[src/rtl/memory_sequencer_pkg.sv]
// Shared types and constants for the nibble-serial memory sequencer.
// Optional read timeout is enabled by defining MEM_SEQ_TIMEOUT_EN.
package memory_sequencer_pkg;

    // Request opcode presented by the control unit
    typedef enum logic [1:0] {
        REQ_NOP   = 2'd0,
        REQ_READ  = 2'd1,
        REQ_WRITE = 2'd2,
        REQ_RSVD  = 2'd3
    } mem_req_e;

    // Access phases on the nibble bus
    typedef enum logic [2:0] {
        ST_IDLE = 3'd0,
        ST_CMD  = 3'd1,
        ST_ADDR = 3'd2,
        ST_WAIT = 3'd3,
        ST_DATA = 3'd4,
        ST_DONE = 3'd5
    } mem_seq_state_e;

    localparam logic [3:0] CMD_READ_DEFAULT  = 4'h3;
    localparam logic [3:0] CMD_WRITE_DEFAULT = 4'h2;

    // Only reads and writes start a bus access; NOP and reserved are dropped
    function automatic logic is_access_op(input logic [1:0] op);
        return (op == REQ_READ) || (op == REQ_WRITE);
    endfunction

endpackage

[src/rtl/memory_sequencer_nibble_shifter.sv]
// Nibble shift register: parallel load, shifts one nibble per cycle toward
// the MSB end. The top nibble feeds the memory bus, the bottom nibble
// collects nibbles returned by the memory.
module memory_sequencer_nibble_shifter #(
    parameter int WIDTH = 24
) (
    input  logic             clk_i,
    input  logic             rst_ni,
    input  logic             load_i,
    input  logic [WIDTH-1:0] load_word_i,
    input  logic             shift_i,
    input  logic [3:0]       nib_i,
    output logic [3:0]       msb_nib_o,
    output logic [3:0]       lsb_nib_o
);

    localparam int NIBS = WIDTH / 4;

    logic [WIDTH-1:0] word_q;
    logic [WIDTH-1:0] word_d;
    logic [WIDTH-1:0] shifted;

    // Each nibble lane takes its lower neighbour; lane 0 takes the input nibble
    for (genvar gi = 0; gi < NIBS; gi++) begin : g_lane
        if (gi == 0) begin : g_in
            assign shifted[3:0] = nib_i;
        end else begin : g_mid
            assign shifted[gi*4 +: 4] = word_q[(gi-1)*4 +: 4];
        end
    end

    // Load has priority over shift
    always_comb begin
        word_d = word_q;
        if (load_i) begin
            word_d = load_word_i;
        end else if (shift_i) begin
            word_d = shifted;
        end
    end

    // Shift register state
    always_ff @(posedge clk_i or negedge rst_ni) begin
        if (!rst_ni) begin
            word_q <= '0;
        end else begin
            word_q <= word_d;
        end
    end

    assign msb_nib_o = word_q[WIDTH-1 -: 4];
    assign lsb_nib_o = word_q[3:0];

endmodule

[src/rtl/memory_sequencer.sv]
// Sequences one read or write at a time over a 4-bit nibble-serial memory
// bus: command nibble, address nibbles MSB first, optional wait for read
// data, then two data nibbles. Holds busy while the access is in flight.
// Define MEM_SEQ_TIMEOUT_EN to abort reads that wait too long (error=1,
// rdata=8'hFF); without it a read waits for mem_ready indefinitely.
module memory_sequencer
    import memory_sequencer_pkg::*;
#(
    parameter int         ADDR_WIDTH     = 16,
    parameter int         TIMEOUT_CYCLES = 15,
    parameter logic [3:0] CMD_READ       = CMD_READ_DEFAULT,
    parameter logic [3:0] CMD_WRITE      = CMD_WRITE_DEFAULT
) (
    input  logic                  clock,
    input  logic                  reset,
    input  logic                  req_valid,
    output logic                  req_ready,
    input  logic [1:0]            req_op,
    input  logic [ADDR_WIDTH-1:0] req_addr,
    input  logic [7:0]            req_wdata,
    output logic                  busy,
    output logic                  done,
    output logic [7:0]            rdata,
    output logic                  error,
    output logic                  mem_cs_n,
    output logic [3:0]            mem_dout,
    output logic                  mem_oe,
    input  logic [3:0]            mem_din,
    input  logic                  mem_ready
);

    localparam int ADDR_NIBBLES = ADDR_WIDTH / 4;
    localparam int CNT_W        = (ADDR_NIBBLES > 2) ? $clog2(ADDR_NIBBLES) : 1;
    localparam logic [CNT_W-1:0] ADDR_LAST = CNT_W'(ADDR_NIBBLES - 1);
    // Address and write data travel through one shifter back to back
    localparam int SHIFT_W = ADDR_WIDTH + 8;

    mem_seq_state_e   state_q;
    mem_req_e         op_q;
    logic [CNT_W-1:0] nib_cnt_q;
    logic             cs_n_q;
    logic             oe_q;
    logic [3:0]       dout_q;
    logic             busy_q;
    logic             done_q;
    logic [7:0]       rdata_q;
`ifdef MEM_SEQ_TIMEOUT_EN
    localparam logic [3:0] TIMEOUT_LAST = 4'(TIMEOUT_CYCLES - 1);
    logic [3:0]       wait_cnt_q;
    logic             error_q;
`endif

    logic       accept;
    logic       shift_en;
    logic [3:0] sh_msb;
    logic [3:0] sh_lsb;

    assign accept   = (state_q == ST_IDLE) && req_valid && is_access_op(req_op);
    // Shift on every bus nibble edge; in reads the DATA shifts capture mem_din
    assign shift_en = (state_q == ST_CMD) || (state_q == ST_ADDR) || (state_q == ST_DATA);

    memory_sequencer_nibble_shifter #(
        .WIDTH (SHIFT_W)
    ) u_nibble_shifter (
        .clk_i       (clock),
        .rst_ni      (reset),
        .load_i      (accept),
        .load_word_i ({req_addr, req_wdata}),
        .shift_i     (shift_en),
        .nib_i       (mem_din),
        .msb_nib_o   (sh_msb),
        .lsb_nib_o   (sh_lsb)
    );

    // Access FSM; pin values are registered one edge ahead of each phase
    always_ff @(posedge clock or negedge reset) begin
        if (!reset) begin
            state_q   <= ST_IDLE;
            op_q      <= REQ_NOP;
            nib_cnt_q <= '0;
            cs_n_q    <= 1'b1;
            oe_q      <= 1'b0;
            dout_q    <= 4'h0;
            busy_q    <= 1'b0;
            done_q    <= 1'b0;
            rdata_q   <= 8'h00;
`ifdef MEM_SEQ_TIMEOUT_EN
            wait_cnt_q <= 4'h0;
            error_q    <= 1'b0;
`endif
        end else begin
            done_q <= 1'b0;
            case (state_q)
                ST_IDLE: begin
                    if (accept) begin
                        state_q <= ST_CMD;
                        op_q    <= mem_req_e'(req_op);
                        cs_n_q  <= 1'b0;
                        oe_q    <= 1'b1;
                        dout_q  <= (req_op == REQ_READ) ? CMD_READ : CMD_WRITE;
                        busy_q  <= 1'b1;
`ifdef MEM_SEQ_TIMEOUT_EN
                        error_q <= 1'b0;
`endif
                    end
                end
                ST_CMD: begin
                    state_q   <= ST_ADDR;
                    dout_q    <= sh_msb;
                    nib_cnt_q <= '0;
                end
                ST_ADDR: begin
                    if (nib_cnt_q == ADDR_LAST) begin
                        nib_cnt_q <= '0;
                        if (op_q == REQ_READ) begin
                            state_q <= ST_WAIT;
                            oe_q    <= 1'b0;
                            dout_q  <= 4'h0;
`ifdef MEM_SEQ_TIMEOUT_EN
                            wait_cnt_q <= 4'h0;
`endif
                        end else begin
                            state_q <= ST_DATA;
                            dout_q  <= sh_msb;
                        end
                    end else begin
                        nib_cnt_q <= nib_cnt_q + 1'b1;
                        dout_q    <= sh_msb;
                    end
                end
                ST_WAIT: begin
                    if (mem_ready) begin
                        state_q <= ST_DATA;
                    end
`ifdef MEM_SEQ_TIMEOUT_EN
                    else if (wait_cnt_q == TIMEOUT_LAST) begin
                        state_q <= ST_DONE;
                        cs_n_q  <= 1'b1;
                        busy_q  <= 1'b0;
                        done_q  <= 1'b1;
                        error_q <= 1'b1;
                        rdata_q <= 8'hFF;
                    end else begin
                        wait_cnt_q <= wait_cnt_q + 4'h1;
                    end
`endif
                end
                ST_DATA: begin
                    if (nib_cnt_q == '0) begin
                        nib_cnt_q <= CNT_W'(1);
                        if (op_q != REQ_READ) begin
                            dout_q <= sh_msb;
                        end
                    end else begin
                        nib_cnt_q <= '0;
                        state_q   <= ST_DONE;
                        cs_n_q    <= 1'b1;
                        oe_q      <= 1'b0;
                        dout_q    <= 4'h0;
                        busy_q    <= 1'b0;
                        done_q    <= 1'b1;
                        if (op_q == REQ_READ) begin
                            rdata_q <= {sh_lsb, mem_din};
                        end
                    end
                end
                ST_DONE: begin
                    state_q <= ST_IDLE;
                end
                default: begin
                    state_q <= ST_IDLE;
                end
            endcase
        end
    end

    assign req_ready = (state_q == ST_IDLE);
    assign busy      = busy_q;
    assign done      = done_q;
    assign rdata     = rdata_q;
    assign mem_cs_n  = cs_n_q;
    assign mem_oe    = oe_q;
    assign mem_dout  = dout_q;
`ifdef MEM_SEQ_TIMEOUT_EN
    assign error     = error_q;
`else
    assign error     = 1'b0;
`endif

endmodule
[config.mk]
export PLATFORM = sky130hd
export DESIGN_NAME = memory_sequencer
export DESIGN_NICKNAME = d
export VERILOG_FILES = /design/src/rtl/memory_sequencer_pkg.sv /design/src/rtl/memory_sequencer_nibble_shifter.sv /design/src/rtl/memory_sequencer.sv
export SDC_FILE = /design/constraint.sdc
export NUM_CORES = 1
export LEC_CHECK = 0
export ABC_AREA = 1
export CORE_ASPECT_RATIO = 1.2
export CORE_MARGIN = 2
export CORE_UTILIZATION = 45
export CTS_BUF_LIST = sky130_fd_sc_hd__clkbuf_4 sky130_fd_sc_hd__clkbuf_8
export CTS_CLUSTER_SIZE = 8
export DETAILED_ROUTE_END_ITERATION = 12
export PLACE_DENSITY = 0.87
export SLEW_MARGIN = 20
export SYNTH_ARGS = -nofsm -noshare
export SYNTH_HDL_FRONTEND = slang
export SYNTH_SLANG_ARGS = --single-unit
[constraint.sdc]
create_clock -name clock -period 1.4 [get_ports clock]
set_input_delay 0.35 -clock clock [delete_from_list [all_inputs] [get_ports clock]]
set_output_delay 0.35 -clock clock [all_outputs]
set_load 0.05 [all_outputs]
## Word level (Yosys, flattened, before mapping)

Index checks and enable logic that the tools add are counted.
Widths: inputs -> output; s select.

- Output and inout bits: 18
- Flip-flop bits (word level): 47
- Word-level logic and storage cells: 74

- Multiplexer cells: 29
- Reductions and logical operators: 18
- Bitwise logic cells: 1
- Eq/ne operators: 15
- Add/sub/neg operators: 1

Operators by type and width:

| kind | number |
|---|---|
| $mux 24 | 2 |
| $mux 4 | 5 |
| $pmux 4 s4 | 1 |
| $mux 3 | 5 |
| $pmux 3 s5 | 1 |
| $mux 1 | 10 |
| $reduce_and 3->1 | 3 |
| $ne 2x1->1 const B | 4 |
| $eq 3x2->1 const B | 2 |
| $pmux 2 s3 | 1 |
| $reduce_bool 3->1 | 2 |
| $reduce_and 5->1 | 1 |
| $eq 2x1->1 const B | 2 |
| $eq 2x2->1 const B | 2 |
| $ne 2x2->1 const B | 2 |
| $pmux 1 s2 | 2 |
| $reduce_and 4->1 | 1 |
| $reduce_bool 2->1 | 2 |
| $reduce_bool 4->1 | 1 |
| $eq 3x1->1 const B | 1 |
| $eq 3x3->1 const B | 1 |
| $logic_not 3->1 | 1 |
| $logic_or 1x1->1 | 3 |
| $ne 3x2->1 const B | 1 |
| 7 further kinds | 8 |

## Depth between registers and ports, before layout

Gate-level depths: netlist of run 1.

- Depth after elaboration: 5
- Gate-level depth with buffers: 9
- Gate-level depth less buffers: 9

## Modules after synthesis

From an unflattened synthesis of run 1, not the netlist that was laid out.

- Cell total of the unflattened synthesis: 298
- Area total of the unflattened synthesis: 2434.8 µm²

By module, submodules not included:

| module | seq. area each (µm²) | cells each | area each (µm²) | instances |
|---|---|---|---|---|
| memory_sequencer | 576.8 | 158 | 1241.2 | 1 |
| memory_sequencer_nibble_shifter | 600.6 | 140 | 1193.6 | 1 |

## Worst setup path after synthesis of run 1

Ideal clock, no wire load.

- Path kind: register to register
- From: register state_q[0]
- To: register u_nibble_shifter.word_q[6]
- Buffers on the path: 1
- Cell stages (with the launch flop): 10
- Clock period less this slack: 1.548 ns
- Data arrival time: 1.418 ns
- Setup slack: -0.148 ns
- Data required time: 1.270 ns
- Cells stage by stage: dfrtp_1 -> nor2_2 -> nand2_2 -> inv_2 -> nand2_4 -> inv_4 -> nor2_8 -> buf_6 -> nand2_1 -> o211ai_1

- Cells in the longest elaborated chain, start to end: 4
- Elaborated cells on any way between the ends: 10
- Classes of those cells: eq/ne (3); mux (1); reduce/logical (6)

RTL lines:

| what | RTL line | text |
|---|---|---|
| start, declared | memory_sequencer.sv:38 | `mem_seq_state_e state_q;` |
| start signal, assigned | memory_sequencer.sv:78 | `state_q <= ST_IDLE;` |
| start signal, assigned | memory_sequencer.sv:96 | `state_q <= ST_CMD;` |
| start signal, assigned | memory_sequencer.sv:108 | `state_q <= ST_ADDR;` |
| $logic_not 3->1 (*) | - |  |
| via req_ready | memory_sequencer.sv:17 | `output logic req_ready,` |
| $logic_and 1x1->1 (*) (2 in a row) | memory_sequencer.sv:58 | `assign accept = (state_q == ST_IDLE) && req_valid && is_access_op(req_op);` |
| $mux 24 or $reduce_bool 2->1 (tied branches) | - |  |
| end signal, assigned | memory_sequencer_nibble_shifter.sv:47 | `word_q <= word_d;` |
| end, declared | memory_sequencer_nibble_shifter.sv:19 | `logic [WIDTH-1:0] word_q;` |

The timed path passes the listed nets; every way through them passes the cells marked *.
A chain may end at the register's enable or synchronous reset.

## Worst setup path after layout of run 1

- From: register state_q[1]
- To: register u_nibble_shifter.word_q[19]

- Cells in the longest elaborated chain, start to end: 4
- Elaborated cells on any way between the ends: 10
- Classes of those cells: eq/ne (3); mux (1); reduce/logical (6)

RTL lines:

| what | RTL line | text |
|---|---|---|
| $eq 3x1->1 (tied with other cells) | memory_sequencer.sv:60 | `assign shift_en = (state_q == ST_CMD) \|\| (state_q == ST_ADDR) \|\| (state_q == ST_DATA);` |
| $logic_or 1x1->1 or $logic_and 1x1->1 (tied branches) (2 in a row) | memory_sequencer.sv:60, memory_sequencer.sv:58 |  |
| $reduce_bool 2->1 (no line) or $mux 24 (tied branches) | - |  |

Several ways; a longest one is shown, not always the timed one.

==> results.toml, run 1 <==
[pwr]
p_leak_nw = 1.86
ir_drop_uv = 1520
p_per_area_nw_per_um2 = 2630

[setup_path]
crit_chain = "buf_6 -> nand2_2 -> nand2_1 -> nand2_4 -> nand2_8 -> buf_4 -> nor2_4 -> nand2_1 -> nand3_2"
path_common_cell = "nand2_1"
path_max_fanout = 8
crit_slowest_cell = "dfrtp_1"
criticalPathCategory = "flip-flop to flip-flop"
end_kind = "flip-flop"
cp_slowest_stage_delay_ps = 430
worstPathArrival_ps = 1740
critical_path_required_ps = 1630
start_kind = "flip-flop"

[status]
status = "finished, violations left"
violations = "negative setup slack"

[layout]
final_cell_mix = "nand2_1, dfrtp_1, clkdlybuf4s50_1"
syn2layout_area_growth_pct = 69.6
fin_area_um2 = 3910
nFillCells = 281
diodes = 0
drive_gt1_frac = 0.362
final_common_cell = "nand2_1"
nets = 414

[cts]
cts_tree = "done"
cts_sinks = 47
clk_latency_ps = 290
root_buffer = "clkbuf_8"
numCtsBuffers = 5
path_clk_slew_ps = 90
cts.path.max_buffers = 2
htreeDepth = 2

[sta]
max_freq_mhz = 661
finalHoldViolCount = 0
drv_slew = 0
setup_viol = 33
fin_crit_sh = 1.08
rsz0062_at_grt = "true"
hold_ws_ps = 477
layout_min_cycle_time_ps = 1510
setup_ws_ps = -114
fin_worst_skew_ps = 6.55
setup_tns_ps = -1540

[synthesis]
ys_seq_elements = 47
synth_cell_types = 26
yosysSeqAreaShare = 0.511
avgSynthCellArea_um2 = 8.14
synth_fp_nets = 320
synth_area_um2 = 2300
yosys-top-cells-area = "dfrtp_1, nand2_1, nand3_1"
post-synth-top-area-fraction = 0.500
syn_inst = 283
yosysWarnings = 0
synth_top_area_cell = "dfrtp_1"

[routing]
drc = 0
wl_um = 7770
vias = 2457
dr.pass1.iters = 5
wl_per_cell_um = 17.7
first_iter_violations = 186
drt-vias-per-instance = 5.61
ant_nets = 0

[die]
die-area_um2 = 5710
die_width_um = 69.3
io_pins = 52
start_util = 0.466
core-area_um2 = 4940
die_h_um = 82.4
rows = 28

[global_route]
grt_pass1_vias = 2243
antenna_found_initial = 0
grt_max_degree = 22
gr-total-overflow = 0
grt_first_pass_wirelength_um = 10600
grt_usage = 0.236

[placed_design]
post-place-ws_ps = -552
placed_area_um2 = 3200
io_buffers = 50
place.gp.congestion = 0.904
place_hpwl_um = 4240

[min_path]
hold_path.class = "input pin to async pin"

[job]
max_cap_violations = 0
==> cell families (layout without fill, tap and decap cells) <==
| kind of cell | Yosys count | count (layout) | share of synthesized area |
|---|---|---|---|
| flops | 47 | 47 | 0.511 |
| fa+ha+maj | 3 | 3 | 0.0163 |
| buf+inv | 31 | 122 | 0.0690 |
| other cells | 1 | 1 | 0.00163 |
| simple gates | 169 | 173 | 0.320 |
| compound gates | 32 | 32 | 0.0815 |
==> cell usage after synthesis, drive strengths merged <==
master / count
o21ai: 14
ha: 3
nand3: 33
clkbuf: 1
a21oi: 7
or2: 1
conb: 1
nor2: 27
buf: 8
dfstp: 1
nand2: 108
clkinv: 1
inv: 21
dfrtp: 46
o211ai: 11
==> what timing repair did <==
item                       4_1_cts  5_1_grt
hold buffers                     1        0
hold endpoints to repair         9        0
setup buffers                   13        4
cloned                           5        3
resized for setup               33       64
setup endpoints to repair       38       44
pin swaps                       11       29
==> per-stage QoR <==
step           cells  total power, mW  utilization
3_5_place_dp     406             7.15        0.648
6_report         438             10.3        0.791
2_1_floorplan    283             5.23            -
5_1_grt          438             10.8        0.791
3_3_place_gp     406             6.98        0.648
4_1_cts          433             9.12        0.737
==> layer usage <==
| layer | routed length (um) | GRT usage | up-vias |
|---|---|---|---|
| li1 | - | - | 1100 |
| met1 | 2930 | 0.270 | 1203 |
| met2 | 4210 | 0.458 | 128 |
| met3 | 391 | 0.0352 | 26 |
| met4 | 229 | 0.0706 | 0 |
| met5 | 0 | 0 | - |
==> area by class of cell <==
class,instances,area (um2),area share
clock buffers,6,82.6,0.0211
clock inverters,2,35.0,0.00897
inverters,22,113,0.0288
multi-input cells,209,1270,0.326
flip-flops and latches,47,1180,0.302
well taps,60,75.1,0.0192
repair buffers,92,1150,0.294
==> path summary, 6_finish.rpt <==
| path | startpoint | endpoint | slack, ps | cells past startpoint |
|---|---|---|---|---|
| worst max-delay path | state_q[1] | u_nibble_shifter.word_q[19] | -110 | 9 |
| worst min-delay path | reset | state_q[1] | 480 | 2 |
| worst max register to register | state_q[1] | u_nibble_shifter.word_q[19] | -110 | 9 |
| worst min register to register | u_nibble_shifter.word_q[11] | u_nibble_shifter.word_q[11] | 500 | 2 |
| max in group asynchronous | reset | u_nibble_shifter.word_q[22] | 360 | 3 |
| min in group clock | u_nibble_shifter.word_q[11] | u_nibble_shifter.word_q[11] | 500 | 2 |
==> worst max-delay path: cells and delay by family (launching register included) <==
kind / cells / cell delay, ps
flip-flops: 1 / 430
buffers and inverters: 2 / 310
AND/OR/NAND/NOR: 7 / 700
==> sequential cells by signal (all words and copies together), names as in the netlist <==
| name | count |
|---|---|
| busy | 1 |
| done | 1 |
| mem_cs_n | 1 |
| mem_dout | 4 |
| mem_oe | 1 |
| nib_cnt_q | 2 |
| op_q | 2 |
| rdata | 8 |
| state_q | 3 |
| u_nibble_shifter.word_q | 24 |
==> power by group <==
part / switching, mW / total, mW / leakage, nW / internal [mW]
registers: 0.605 / 2.61 / 0.578 / 2.01
logic: 3.58 / 6.64 / 1.22 / 3.06
clock network: 0.452 / 1.03 / 0.0612 / 0.578
total: 4.63 / 10.3 / 1.86 / 5.65
Note: power is estimated with default switching activity, not from simulation.
==> inputs of run 2 (changes only) <==
Settings changed: SLEW_MARGIN 20 to default.
==> results of run 2 <==
Final layout, timing and power as in run 1 (identical DEF).
==> inputs of run 3 (changes only) <==
Settings changed: RECOVER_POWER from default to 25.
==> run 3 against run 2 <==
The run still ends with negative setup slack left. Routed wire length decreased by 0.10%. Clock power about the same. Register-to-register slack about the same. Fmax about the same. Hold slack improved by 18 ps. Total power about the same. Count of clock-buffer cells in the layout unchanged. Utilization decreased by 0.20 points. Die area unchanged. Final cell count unchanged. Global-route usage unchanged. Design area decreased by 0.26%. Critical path type unchanged. Critical endpoint unchanged. Largest power group unchanged.
==> results.toml, run 3 (same netlist as run 1, synthesis figures left out) <==
[global_route]
gr-total-overflow = 0
grt_first_pass_wirelength_um = 10600
grt_max_degree = 22
grt_pass1_vias = 2243
grt_usage = 0.236
antenna_found_initial = 0

[routing]
wl_per_cell_um = 17.7
drc = 0
first_iter_violations = 189
wl_um = 7760
drt-vias-per-instance = 5.61
dr.pass1.iters = 5
vias = 2459
ant_nets = 0

[layout]
drive_gt1_frac = 0.360
stdcell_count = 438
nFillCells = 281
nets = 414
syn2layout_area_growth_pct = 69.2
final_cell_mix = "nand2_1, dfrtp_1, clkdlybuf4s50_1"
final_common_cell = "nand2_1"
diodes = 0
largest_register_ffs = 24
fin_area_um2 = 3890
top_register = "u_nibble_shifter.word_q"
fin_util = 0.789

[setup_path]
path_max_fanout = 8
criticalPathCategory = "flip-flop to flip-flop"
critical_path_required_ps = 1630
worstPathArrival_ps = 1750
start_kind = "flip-flop"
end_kind = "flip-flop"

[pwr]
switching_share = 0.451
p_sw_mw = 4.63
p_per_area_nw_per_um2 = 2640
power_mw = 10.3
pwr-share-clk = 0.100
p_leak_nw = 1.85
ir_drop_uv = 1520
combPwrFrac = 0.646
power_frac_seq = 0.254
p_int_mw = 5.65

[placed_design]
placed_area_um2 = 3200
io_buffers = 50
post-place-ws_ps = -552
place_hpwl_um = 4240
place.gp.congestion = 0.904
dpl.cell_count = 406

[cts]
cts_sinks = 47
cts_tree = "done"
htreeDepth = 2
numCtsBuffers = 5
root_buffer = "clkbuf_8"
clk_latency_ps = 290
cts.path.max_buffers = 2
path_clk_slew_ps = 90

[sta]
setup_ws_ps = -115
hold_ws_ps = 496
rsz0062_at_grt = "true"
relSlewSlack = 0.509
layout_min_cycle_time_ps = 1520
setup_viol = 33
drv_slew = 0
setup_tns_ps = -1550
fin_worst_skew_ps = 6.61
max_freq_mhz = 660
finalHoldViolCount = 0
worst_slew_pin_slew_ps = 737
fin_crit_sh = 1.08

[die]
die_h_um = 82.4
core-area_um2 = 4940
die_width_um = 69.3
io_pins = 52
rows = 28
start_util = 0.466
die-area_um2 = 5710

[status]
status = "finished, violations left"
violations = "negative setup slack"

[job]
max_cap_violations = 0

[min_path]
hold_path.class = "flip-flop to flip-flop"
run 3: cell type report:
| cell class | count | area (um2) | area share |
|---|---|---|---|
| Multi-Input combinational cell | 209 | 1270 | 0.327 |
| Sequential cell | 47 | 1180 | 0.303 |
| Timing Repair Buffer | 92 | 1140 | 0.292 |
| Inverter | 22 | 113 | 0.0289 |
| Clock buffer | 6 | 82.6 | 0.0212 |
| Tap cell | 60 | 75.1 | 0.0193 |
| Clock inverter | 2 | 35.0 | 0.00899 |
run 3: layer usage:
metal | up-vias | part of all wire | track usage
met5 | - | 0 | 0
met4 | 0 | 0.030 | 0.0706
met3 | 26 | 0.051 | 0.0352
met2 | 128 | 0.54 | 0.458
met1 | 1205 | 0.38 | 0.270
li1 | 1100 | - | -
run 3: power groups by stage:
stage                     clock (mW)  combinational (mW)  sequential [mW]
after detailed placement           0                4.64             2.51
after global routing            1.11                6.98             2.66
after floorplan                    0                2.18             3.05
after global placement             0                4.50             2.48
final                           1.03                6.63             2.61
after CTS                       1.03                5.61             2.48
run 3: what timing repair did:
item                                    in CTS  in global routing
setup buffers                               13                  4
endpoints found under the setup margin      38                 44
endpoints found under the hold margin        9                  0
hold buffers                                 1                  0
pin swaps                                   11                 29
gates resized for setup                     33                 64
cloned                                       5                  3
run 3: final timing paths:
path | start | end | slack (ps) | cells past startpoint
worst max register to register | state_q[1] | u_nibble_shifter.word_q[19] | -120 | 9
worst min register to register | u_nibble_shifter.word_q[11] | u_nibble_shifter.word_q[11] | 500 | 2
worst max-delay path | state_q[1] | u_nibble_shifter.word_q[19] | -120 | 9
min in group asynchronous | reset | state_q[1] | 620 | 2
max in group asynchronous | reset | u_nibble_shifter.word_q[22] | 50 | 3
worst min-delay path | u_nibble_shifter.word_q[11] | u_nibble_shifter.word_q[11] | 500 | 2
run 3: worst max-delay path, cell delays in order, from the launching register on:
cell	delay, ps
dfrtp_1	430
buf_6	150
nand2_2	60
nand2_1	80
nand2_4	100
nand2_8	100
buf_4	160
nor2_4	160
nand2_1	110
nand3_2	90
